$ cat src/rtl/sao_edge_filter.sv
// sao_edge_filter: streaming sample-adaptive-offset stage for 8-bit luma in raster order.
// Modes: pass-through, horizontal edge offset (EO 0 deg), band offset.
// Build option: define SAO_BAND_OFFSET_EN to include band offset; otherwise mode 2 is pass-through.
module sao_edge_filter #(
    parameter int WIDTH    = 640,
    parameter int HEIGHT   = 480,
    parameter int OFFSET_W = 4
) (
    input  logic                  clk,
    input  logic                  reset,
    input  logic                  in_valid,
    output logic                  in_ready,
    input  logic [7:0]            in_pixel,
    input  logic                  in_sof,
    input  logic                  in_eol,
    output logic                  out_valid,
    input  logic                  out_ready,
    output logic [7:0]            out_pixel,
    output logic                  out_sof,
    output logic                  out_eol,
    input  logic [1:0]            cfg_mode,
    input  logic [4*OFFSET_W-1:0] cfg_offsets,
    input  logic [4:0]            cfg_band_pos,
    output logic                  frame_done,
    output logic                  err
);

    localparam int COL_W = (WIDTH > 1) ? $clog2(WIDTH) : 1;
    localparam int ROW_W = (HEIGHT > 1) ? $clog2(HEIGHT) : 1;

    typedef enum logic [1:0] {IDLE, FIRST, RUN, FLUSH} state_t;

    state_t                  state_reg, state_next;
    logic [7:0]              a_reg, a_next;          // left neighbour of c
    logic [7:0]              c_reg, c_next;          // pixel waiting for its right neighbour
    logic                    c_valid_reg, c_valid_next;
    logic [COL_W-1:0]        col_reg, col_next;      // column of c
    logic [ROW_W-1:0]        row_reg, row_next;
    logic [1:0]              mode_reg, mode_next;
    logic [4*OFFSET_W-1:0]   offsets_reg, offsets_next;
    logic                    err_reg, err_next;
    logic                    out_valid_reg, out_valid_next;
    logic [7:0]              out_pixel_reg, out_pixel_next;
    logic                    out_sof_reg, out_sof_next;
    logic                    out_eol_reg, out_eol_next;
    logic                    out_last_reg, out_last_next;  // output is the last pixel of the frame

`ifdef SAO_BAND_OFFSET_EN
    logic [4:0]              band_pos_reg, band_pos_next;
    logic [4:0]              band_k;
`else
    logic                    unused_band_pos;
    assign unused_band_pos = ^cfg_band_pos;
`endif

    logic                    slot_free;
    logic                    accept;
    logic [COL_W-1:0]        x;          // column of the pixel being accepted
    logic                    emit, emit_eol, emit_last, emit_edge;
    logic [2:0]              cat;
    logic [9:0]              sel_off;
    logic [7:0]              filt_pixel;
    logic [9:0]              off_ext [4];

    assign slot_free = !out_valid_reg || out_ready;
    assign in_ready  = !reset && (state_reg != FLUSH) && slot_free;
    assign accept    = in_valid && in_ready;
    assign x         = c_valid_reg ? col_reg + COL_W'(1) : '0;
    assign emit_edge = (state_reg == FLUSH) || (col_reg == '0);

    // Sign-extend each frame offset to the 10-bit arithmetic width.
    generate
        for (genvar gi = 0; gi < 4; gi++) begin : g_off
            assign off_ext[gi] = {{(10-OFFSET_W){offsets_reg[gi*OFFSET_W+OFFSET_W-1]}},
                                  offsets_reg[gi*OFFSET_W +: OFFSET_W]};
        end
    endgenerate

    function automatic logic [2:0] eo_cat(input logic [7:0] a, input logic [7:0] c, input logic [7:0] b);
        if (c < a && c < b) return 3'd1;
        if ((c < a && c == b) || (c == a && c < b)) return 3'd2;
        if ((c > a && c == b) || (c == a && c > b)) return 3'd3;
        if (c > a && c > b) return 3'd4;
        return 3'd0;
    endfunction

    // Negative sums clip to 0, sums above 255 clip to 255.
    function automatic logic [7:0] clip_add(input logic [7:0] pix, input logic [9:0] off);
        logic [9:0] sum;
        sum = {2'b00, pix} + off;
        if (sum[9]) return 8'd0;
        if (sum[8]) return 8'hFF;
        return sum[7:0];
    endfunction

    // Offset selection for the held pixel c, right neighbour is the incoming pixel.
    always_comb begin
        cat     = 3'd0;
        sel_off = '0;
        if (mode_reg == 2'd1 && !emit_edge) begin
            cat = eo_cat(a_reg, c_reg, in_pixel);
            if (cat != 3'd0) sel_off = off_ext[2'(cat - 3'd1)];
        end
`ifdef SAO_BAND_OFFSET_EN
        band_k = c_reg[7:3] - band_pos_reg;
        if (mode_reg == 2'd2 && band_k < 5'd4) sel_off = off_ext[band_k[1:0]];
`endif
        filt_pixel = clip_add(c_reg, sel_off);
    end

    // Next-state, window, counters and output slot.
    always_comb begin
        state_next     = state_reg;
        a_next         = a_reg;
        c_next         = c_reg;
        c_valid_next   = c_valid_reg;
        col_next       = col_reg;
        row_next       = row_reg;
        mode_next      = mode_reg;
        offsets_next   = offsets_reg;
        err_next       = err_reg;
        out_valid_next = out_valid_reg;
        out_pixel_next = out_pixel_reg;
        out_sof_next   = out_sof_reg;
        out_eol_next   = out_eol_reg;
        out_last_next  = out_last_reg;
        emit           = 1'b0;
        emit_eol       = 1'b0;
        emit_last      = 1'b0;
`ifdef SAO_BAND_OFFSET_EN
        band_pos_next  = band_pos_reg;
`endif
        unique case (state_reg)
            IDLE: begin
                if (accept && !in_sof) err_next = 1'b1;
            end
            FIRST, RUN: begin
                if (accept && !in_sof) begin
                    emit         = c_valid_reg;
                    a_next       = c_reg;
                    c_next       = in_pixel;
                    c_valid_next = 1'b1;
                    col_next     = x;
                    if (in_eol != (x == COL_W'(WIDTH-1))) err_next = 1'b1;
                    if (in_eol || x == COL_W'(WIDTH-1)) state_next = FLUSH;
                    else state_next = c_valid_reg ? RUN : FIRST;
                end
            end
            FLUSH: begin
                if (slot_free) begin
                    emit         = 1'b1;
                    emit_eol     = 1'b1;
                    emit_last    = (row_reg == ROW_W'(HEIGHT-1));
                    c_valid_next = 1'b0;
                    if (row_reg == ROW_W'(HEIGHT-1)) begin
                        state_next = IDLE;
                    end else begin
                        row_next   = row_reg + ROW_W'(1);
                        state_next = FIRST;
                    end
                end
            end
            default: state_next = IDLE;
        endcase
        // A start of frame always restarts; outside IDLE it is a framing error.
        if (accept && in_sof) begin
            if (state_reg != IDLE) err_next = 1'b1;
            mode_next    = cfg_mode;
            offsets_next = cfg_offsets;
`ifdef SAO_BAND_OFFSET_EN
            band_pos_next = cfg_band_pos;
`endif
            c_next       = in_pixel;
            c_valid_next = 1'b1;
            col_next     = '0;
            row_next     = '0;
            if (in_eol) begin
                err_next   = 1'b1;
                state_next = FLUSH;
            end else begin
                state_next = FIRST;
            end
        end
        if (slot_free) begin
            out_valid_next = emit;
            if (emit) begin
                out_pixel_next = filt_pixel;
                out_sof_next   = (row_reg == '0) && (col_reg == '0);
                out_eol_next   = emit_eol;
                out_last_next  = emit_last;
            end
        end
    end

    // State and datapath registers.
    always_ff @(posedge clk) begin
        if (reset) begin
            state_reg     <= IDLE;
            a_reg         <= '0;
            c_reg         <= '0;
            c_valid_reg   <= 1'b0;
            col_reg       <= '0;
            row_reg       <= '0;
            mode_reg      <= '0;
            offsets_reg   <= '0;
            err_reg       <= 1'b0;
            out_valid_reg <= 1'b0;
            out_pixel_reg <= '0;
            out_sof_reg   <= 1'b0;
            out_eol_reg   <= 1'b0;
            out_last_reg  <= 1'b0;
`ifdef SAO_BAND_OFFSET_EN
            band_pos_reg  <= '0;
`endif
        end else begin
            state_reg     <= state_next;
            a_reg         <= a_next;
            c_reg         <= c_next;
            c_valid_reg   <= c_valid_next;
            col_reg       <= col_next;
            row_reg       <= row_next;
            mode_reg      <= mode_next;
            offsets_reg   <= offsets_next;
            err_reg       <= err_next;
            out_valid_reg <= out_valid_next;
            out_pixel_reg <= out_pixel_next;
            out_sof_reg   <= out_sof_next;
            out_eol_reg   <= out_eol_next;
            out_last_reg  <= out_last_next;
`ifdef SAO_BAND_OFFSET_EN
            band_pos_reg  <= band_pos_next;
`endif
        end
    end

    assign out_valid  = out_valid_reg;
    assign out_pixel  = out_pixel_reg;
    assign out_sof    = out_sof_reg;
    assign out_eol    = out_eol_reg;
    assign err        = err_reg;
    assign frame_done = out_valid_reg && out_ready && out_last_reg;

endmodule

$ cat config.mk
export PLATFORM = sky130hd
export DESIGN_NAME = sao_edge_filter
export DESIGN_NICKNAME = d
export VERILOG_FILES = /design/src/rtl/sao_edge_filter.sv
export SDC_FILE = /design/constraint.sdc
export NUM_CORES = 1
export LEC_CHECK = 0
export ABC_AREA = 1
export CORE_MARGIN = 2
export CORE_UTILIZATION = 58
export CTS_BUF_LIST = sky130_fd_sc_hd__clkbuf_2 sky130_fd_sc_hd__clkbuf_4 sky130_fd_sc_hd__clkbuf_8
export DETAILED_ROUTE_END_ITERATION = 8
export GPL_TIMING_DRIVEN = 0
export PLACE_DENSITY = 0.91
export SYNTH_ARGS = -nofsm -noshare
export SYNTH_HDL_FRONTEND = slang
export SYNTH_SLANG_ARGS = --single-unit
$ cat constraint.sdc
create_clock -name clk -period 4.85 [get_ports clk]
set_input_delay 0.7275 -clock clk [delete_from_list [all_inputs] [get_ports clk]]
set_output_delay 0.7275 -clock clk [all_outputs]
set_load 0.01 [all_outputs]
* Word-level counts from Yosys, hierarchy flattened
Index checks and enable logic that the tools add are counted.
** Storage, ports and cells
- Register bits after elaboration :: 69
- Bits of input ports :: 37
- Word-level logic and storage cells :: 139
** Cells by class
- $add $sub $neg :: 4
- Order comparisons :: 5
- Eq/ne operators :: 12
- Muxes and demuxes :: 63
- Bitwise operators :: 2
- Reduce and logical (&&, ||, !) cells :: 39
** Operators by type and width (count)
- 8-bit 2-to-1 mux :: 7
- 10-bit 2-to-1 mux :: 5
- 1-bit 2-to-1 mux :: 31
- 3-bit 2-to-1 mux :: 9
- 10-bit binary-select mux with 2-bit select :: 1
- 8-bit equality test :: 2
- 8-bit greater-than comparator :: 2
- 8-bit less-than comparator :: 2
- 1-bit logical AND :: 15
- 2-bit 2-to-1 mux :: 6
- 10-bit by 1-bit adder with 10-bit output (second input constant) :: 1
- 8-bit by 10-bit adder with 10-bit output :: 1
- 10-bit equality test (second input constant) :: 1
- 10-bit zero test :: 1
- 9-bit by 1-bit adder with 9-bit output (second input constant) :: 1
- 9-bit equality test (second input constant) :: 1
- 9-bit zero test :: 1
- 1-bit case mux with 2 select lines :: 3
- 2-bit AND reduction :: 3
- 3-bit AND reduction :: 2
- 2-bit nonzero test :: 3
- 3-bit nonzero test :: 2
- 1-bit logical OR :: 5
- 2-bit by 1-bit equality test with 1-bit output (second input constant) :: 2
- other kinds (13) :: 18

* Longest topological paths before layout
- Depth in word-level cells :: 31
- Gate-level depth with buffers :: 32
- Depth with buffers taken out :: 32

* Worst setup path before layout
Ideal clock, no wire load.
- Path type :: input -> register
- Start point :: in in_pixel[7]
- End point :: reg out_pixel_reg[0] (netlist: out_pixel[0])
- Library setup time :: 0.138 ns
- Data arrival time :: 3.939 ns
- Required time :: 4.712 ns
- Setup slack :: 0.773 ns
- Cell stages on the path :: 29
- Buffers on the path :: 0
- Cells stage by stage :: inv_1 > ha_1 > nand2_2 > nor2_4 > nand4_4 > clkinv_1 > nand3_2 > nand3_4 > inv_1 > ha_1 > inv_1 > a41oi_1 > nor2_4 > inv_1 > a21oi_1 > ha_1 > inv_1 > fa_1 > nor2_1 > or2_2 > nand2_2 > nand2_2 > nand2_4 > nand2_2 > nand2_2 > nand2_4 > nand2_1 > nand2_1 > a21oi_2
** Between the ends
- Cells in the longest elaborated chain, start to end :: 24
- Elaborated cells on any way between the ends :: 48
- Classes of those cells :: add/sub (2); order compare (2); eq/ne (1); mux (33); bitwise (1); reduce/logical (9)
** RTL lines
- start, declared :: line 13 : input logic [7:0] in_pixel,
- 8-bit greater-than comparator :: line 82, 83
- 1-bit logical AND :: line 83 : if (c > a && c > b) return 3'd4;
- 1-bit 2-to-1 mux (2 in series) :: line 83
- 1-bit 2-to-1 mux :: line 82 : if ((c > a && c == b) || (c == a && c > b)) return 3'd3;
- 1-bit 2-to-1 mux :: line 81 : if ((c < a && c == b) || (c == a && c < b)) return 3'd2;
- 1-bit 2-to-1 mux :: line 100 : if (mode_reg == 2'd1 && !emit_edge) begin
- 3-bit 2-to-1 mux :: line 84 : return 3'd0;
- 3-bit 2-to-1 mux :: line 83
- [... 5 more ...]
- 10-bit binary-select mux with 2-bit select :: line 102 : if (cat != 3'd0) sel_off = off_ext[2'(cat - 3'd1)];
- 10-bit 2-to-1 mux (implied by the code) (2 in series) :: line 102
- 10-bit 2-to-1 mux * :: line 102
- 10-bit 2-to-1 mux * :: line 100
- 8-bit by 10-bit adder with 10-bit output * :: line 90 : sum = {2'b00, pix} + off;
- 1-bit 2-to-1 mux (2 in series) :: line 92 : if (sum[8]) return 8'hFF;
- 8-bit 2-to-1 mux :: line 93 : return sum[7:0];
- 8-bit 2-to-1 mux * :: line 92
- end signal, assigned :: line 226 : out_pixel_reg <= out_pixel_next;
- end, declared :: line 43 : logic [7:0] out_pixel_reg, out_pixel_next;
Mark *: on every way between the ends. The rest lies on a longest branch, timed or not. The select of a mux whose other input is x is not followed.
A chain may end at the register's enable or synchronous reset.

* Worst setup path in the final report
- Start point :: in in_pixel[2]
- End point :: reg out_pixel_reg[0] (netlist: out_pixel[0])
The elaborated chain is that of the path after synthesis.

==> flow_summary.toml <==
[clocking]
htreeDepth = 3
clockRootBuffer = "clkbuf_8"
cts_tree = "yes"
cts_buffers = 9
clk_pin_slew_ns = 0.08
cts_sinks = 69
clock_latency_ns = 0.35
clockBufferDepth = 2
holdBufCountCts = 0

[floorplan]
ioPinCount = 51
die_area_um2 = 7840
num_rows = 30
die_h_um = 88.6
chipWidth_um = 88.6
start_util = 0.604
core_um2 = 6870

[setup_path]
end_kind = "register"
crit_path_top_delay_cell = "clkdlybuf4s50_1"
worstPathArrival_ns = 5.00
cp_max_fo = 7
path_common_cell = "nand2_1"
critPathTopFamily = "simple AND/OR/NAND/NOR gates"
required_ns = 5.07
critPathKind = "in2reg"
max_stage_delay_ns = 0.52
path_buf_inv = 5
start_kind = "primary input"

[grt]
grt_usage = 0.278
grt_max_degree = 13
overflow = 0
grt_pass1_wl_um = 17000
antenna_found_initial = 0
grt_pass1_vias = 3962

[timing]
fin_skew_ns = 0.00693
max_freq_ghz = 0.209
worst_slew_pin_slew_ns = 0.641
hold_viol = 0
drv_slew = 0
period_share = 0.985
fin_tns_setup_ns = 0
setup_violations = 0
slew_headroom = 0.571
setup_slack_ns = 0.0734
min_period_ns = 4.78

[power]
leakage_nw = 2.11
power_density_nw_per_um2 = 329
vdd.ir_drop.worst_uv = 180
power_w = 0.00167

[placement]
placed_cell_area_um2 = 4710
dp_hpwl_um = 7720
port_buffers = 44
pre_cts_ws_ns = -0.226
gp_congestion = 0.878

[logic_synthesis]
yosysUniqueCellTypes = 41
ys.flop_type = "dfxtp_1"
synth_nets = 654
yosysWarnings = 0
synth_seq_cells = 69
synth_area_um2 = 4150
ys_seq_area_frac = 0.333
netlist_instances = 589
avgSynthCellArea_um2 = 7.04
synthArstFlopShare = 0
synth_edf_count = 0

[layout]
antennaDiodeCount = 0
drive_gt1_frac = 0.130
largest_reg_flops = 16
area_growth_pct = 22.2
nets = 715
design_area_um2 = 5070
post-route-util = 0.738

[drt]
vias = 4159
drtIter0Drc = 343
drc = 0
wirelength_um = 10800
wl_per_cell_um = 14.4
ant_nets = 0
firstDrtPassIters = 7
drt-vias-per-instance = 5.54

[flow_run]
max-cap-violations = 0

[min_path]
hold_path.class = "reg2reg"

[outcome]
status = "completed"
-- worst paths after layout --
check | start | to | slack [ns] | cells past startpoint
min reg2reg | out_eol | out_eol | 0.47 | 2
max | in_pixel[2] | out_pixel[0] | 0.07 | 30
min | out_eol | out_eol | 0.47 | 2
max reg2reg | c_reg[7] | out_pixel[0] | 0.48 | 27
-- cells by family after synthesis --
| logic type | after synthesis | synth area share |
|---|---|---|
| buffers and inverters | 114 | 0.104 |
| DFF | 69 | 0.333 |
| adders and majority gates | 28 | 0.0863 |
| and+or+nand+nor | 240 | 0.293 |
| AOI/OAI and AO/OA | 137 | 0.181 |
| xor gates and xnor gates | 1 | 0.00211 |
-- area by class of cell --
cell class	count	area, µm²
inverter	100	382
clock inverter	5	129
buffer	14	53.8
tap	96	120
multi-input combinational	406	2360
clock buffer	11	151
timing repair buffer	50	485
fill	464	1800
sequential	69	1380
-- what timing repair did --
item / 4_1_cts / 5_1_grt
gates resized for setup: 0 / 8
endpoints found under the setup margin: 0 / 8
buffers inserted: 0 / 6
-- cell usage in the layout (no fill, tap or decap), types with 4 or more instances in the layout --
master,n
nand2_1,85
dfxtp_1,69
clkdlybuf4s50_1,44
nor2_2,4
inv_1,93
nor2_1,67
nand2_2,12
nand3_1,25
buf_4,6
clkbuf_8,11
a21oi_2,8
o21ai_0,63
nand3_2,11
nand4_1,6
o21a_1,4
nor3_1,8
nor2_4,4
ha_1,25
clkbuf_1,12
bufinv_16,4
a21oi_1,52
nand2_4,5
-- metal layers --
layer  up-vias  share of wire  GRT usage
met3        31          0.048     0.0569
met4         0          0.036      0.135
met5         -              0          0
met1      1934           0.41      0.310
met2       158           0.51      0.500
li1       2036              -          -
-- per-stage QoR --
stage / hold WS [ns] / std cells
after floorplan: 0.429 / 589
after global placement: 0.443 / 729
after detailed placement: 0.455 / 729
after CTS: 0.469 / 745
after global routing: 0.498 / 751
final: 0.465 / 751
-- cells in the mapped netlist, types with 4 or more instances --
cell type,number,share of area
inv_1,94,0.085
nand3_1,25,0.030
nand4_1,6,0.0091
nor2_4,4,0.011
nand2_1,86,0.078
clkbuf_1,12,0.011
nand2_4,5,0.014
dfxtp_1,69,0.33
o21a_1,4,0.0072
nand3_2,12,0.029
nand2_2,11,0.017
o21ai_0,63,0.076
a21oi_1,53,0.064
nor2_1,68,0.062
a21oi_2,7,0.015
ha_1,27,0.081
nor3_1,8,0.0097
-- worst register-to-register path: cells and delay by family (launching register included) --
family	cells	cell delay, ns
buf+inv	3	0.24
fa+ha+maj	4	1.27
flops	1	0.43
compound gates	5	0.77
simple gates	15	1.52
-- power breakdown --
group,internal (W),switching [W],leakage [nW],total (W)
Clock,0.000424,0.000233,0.140,0.000656
Sequential,0.000586,0.0000158,0.560,0.000602
Combinational,0.000163,0.000244,1.41,0.000407
Total,0.00117,0.000492,2.11,0.00167
Power figures use the tool's default switching activity.
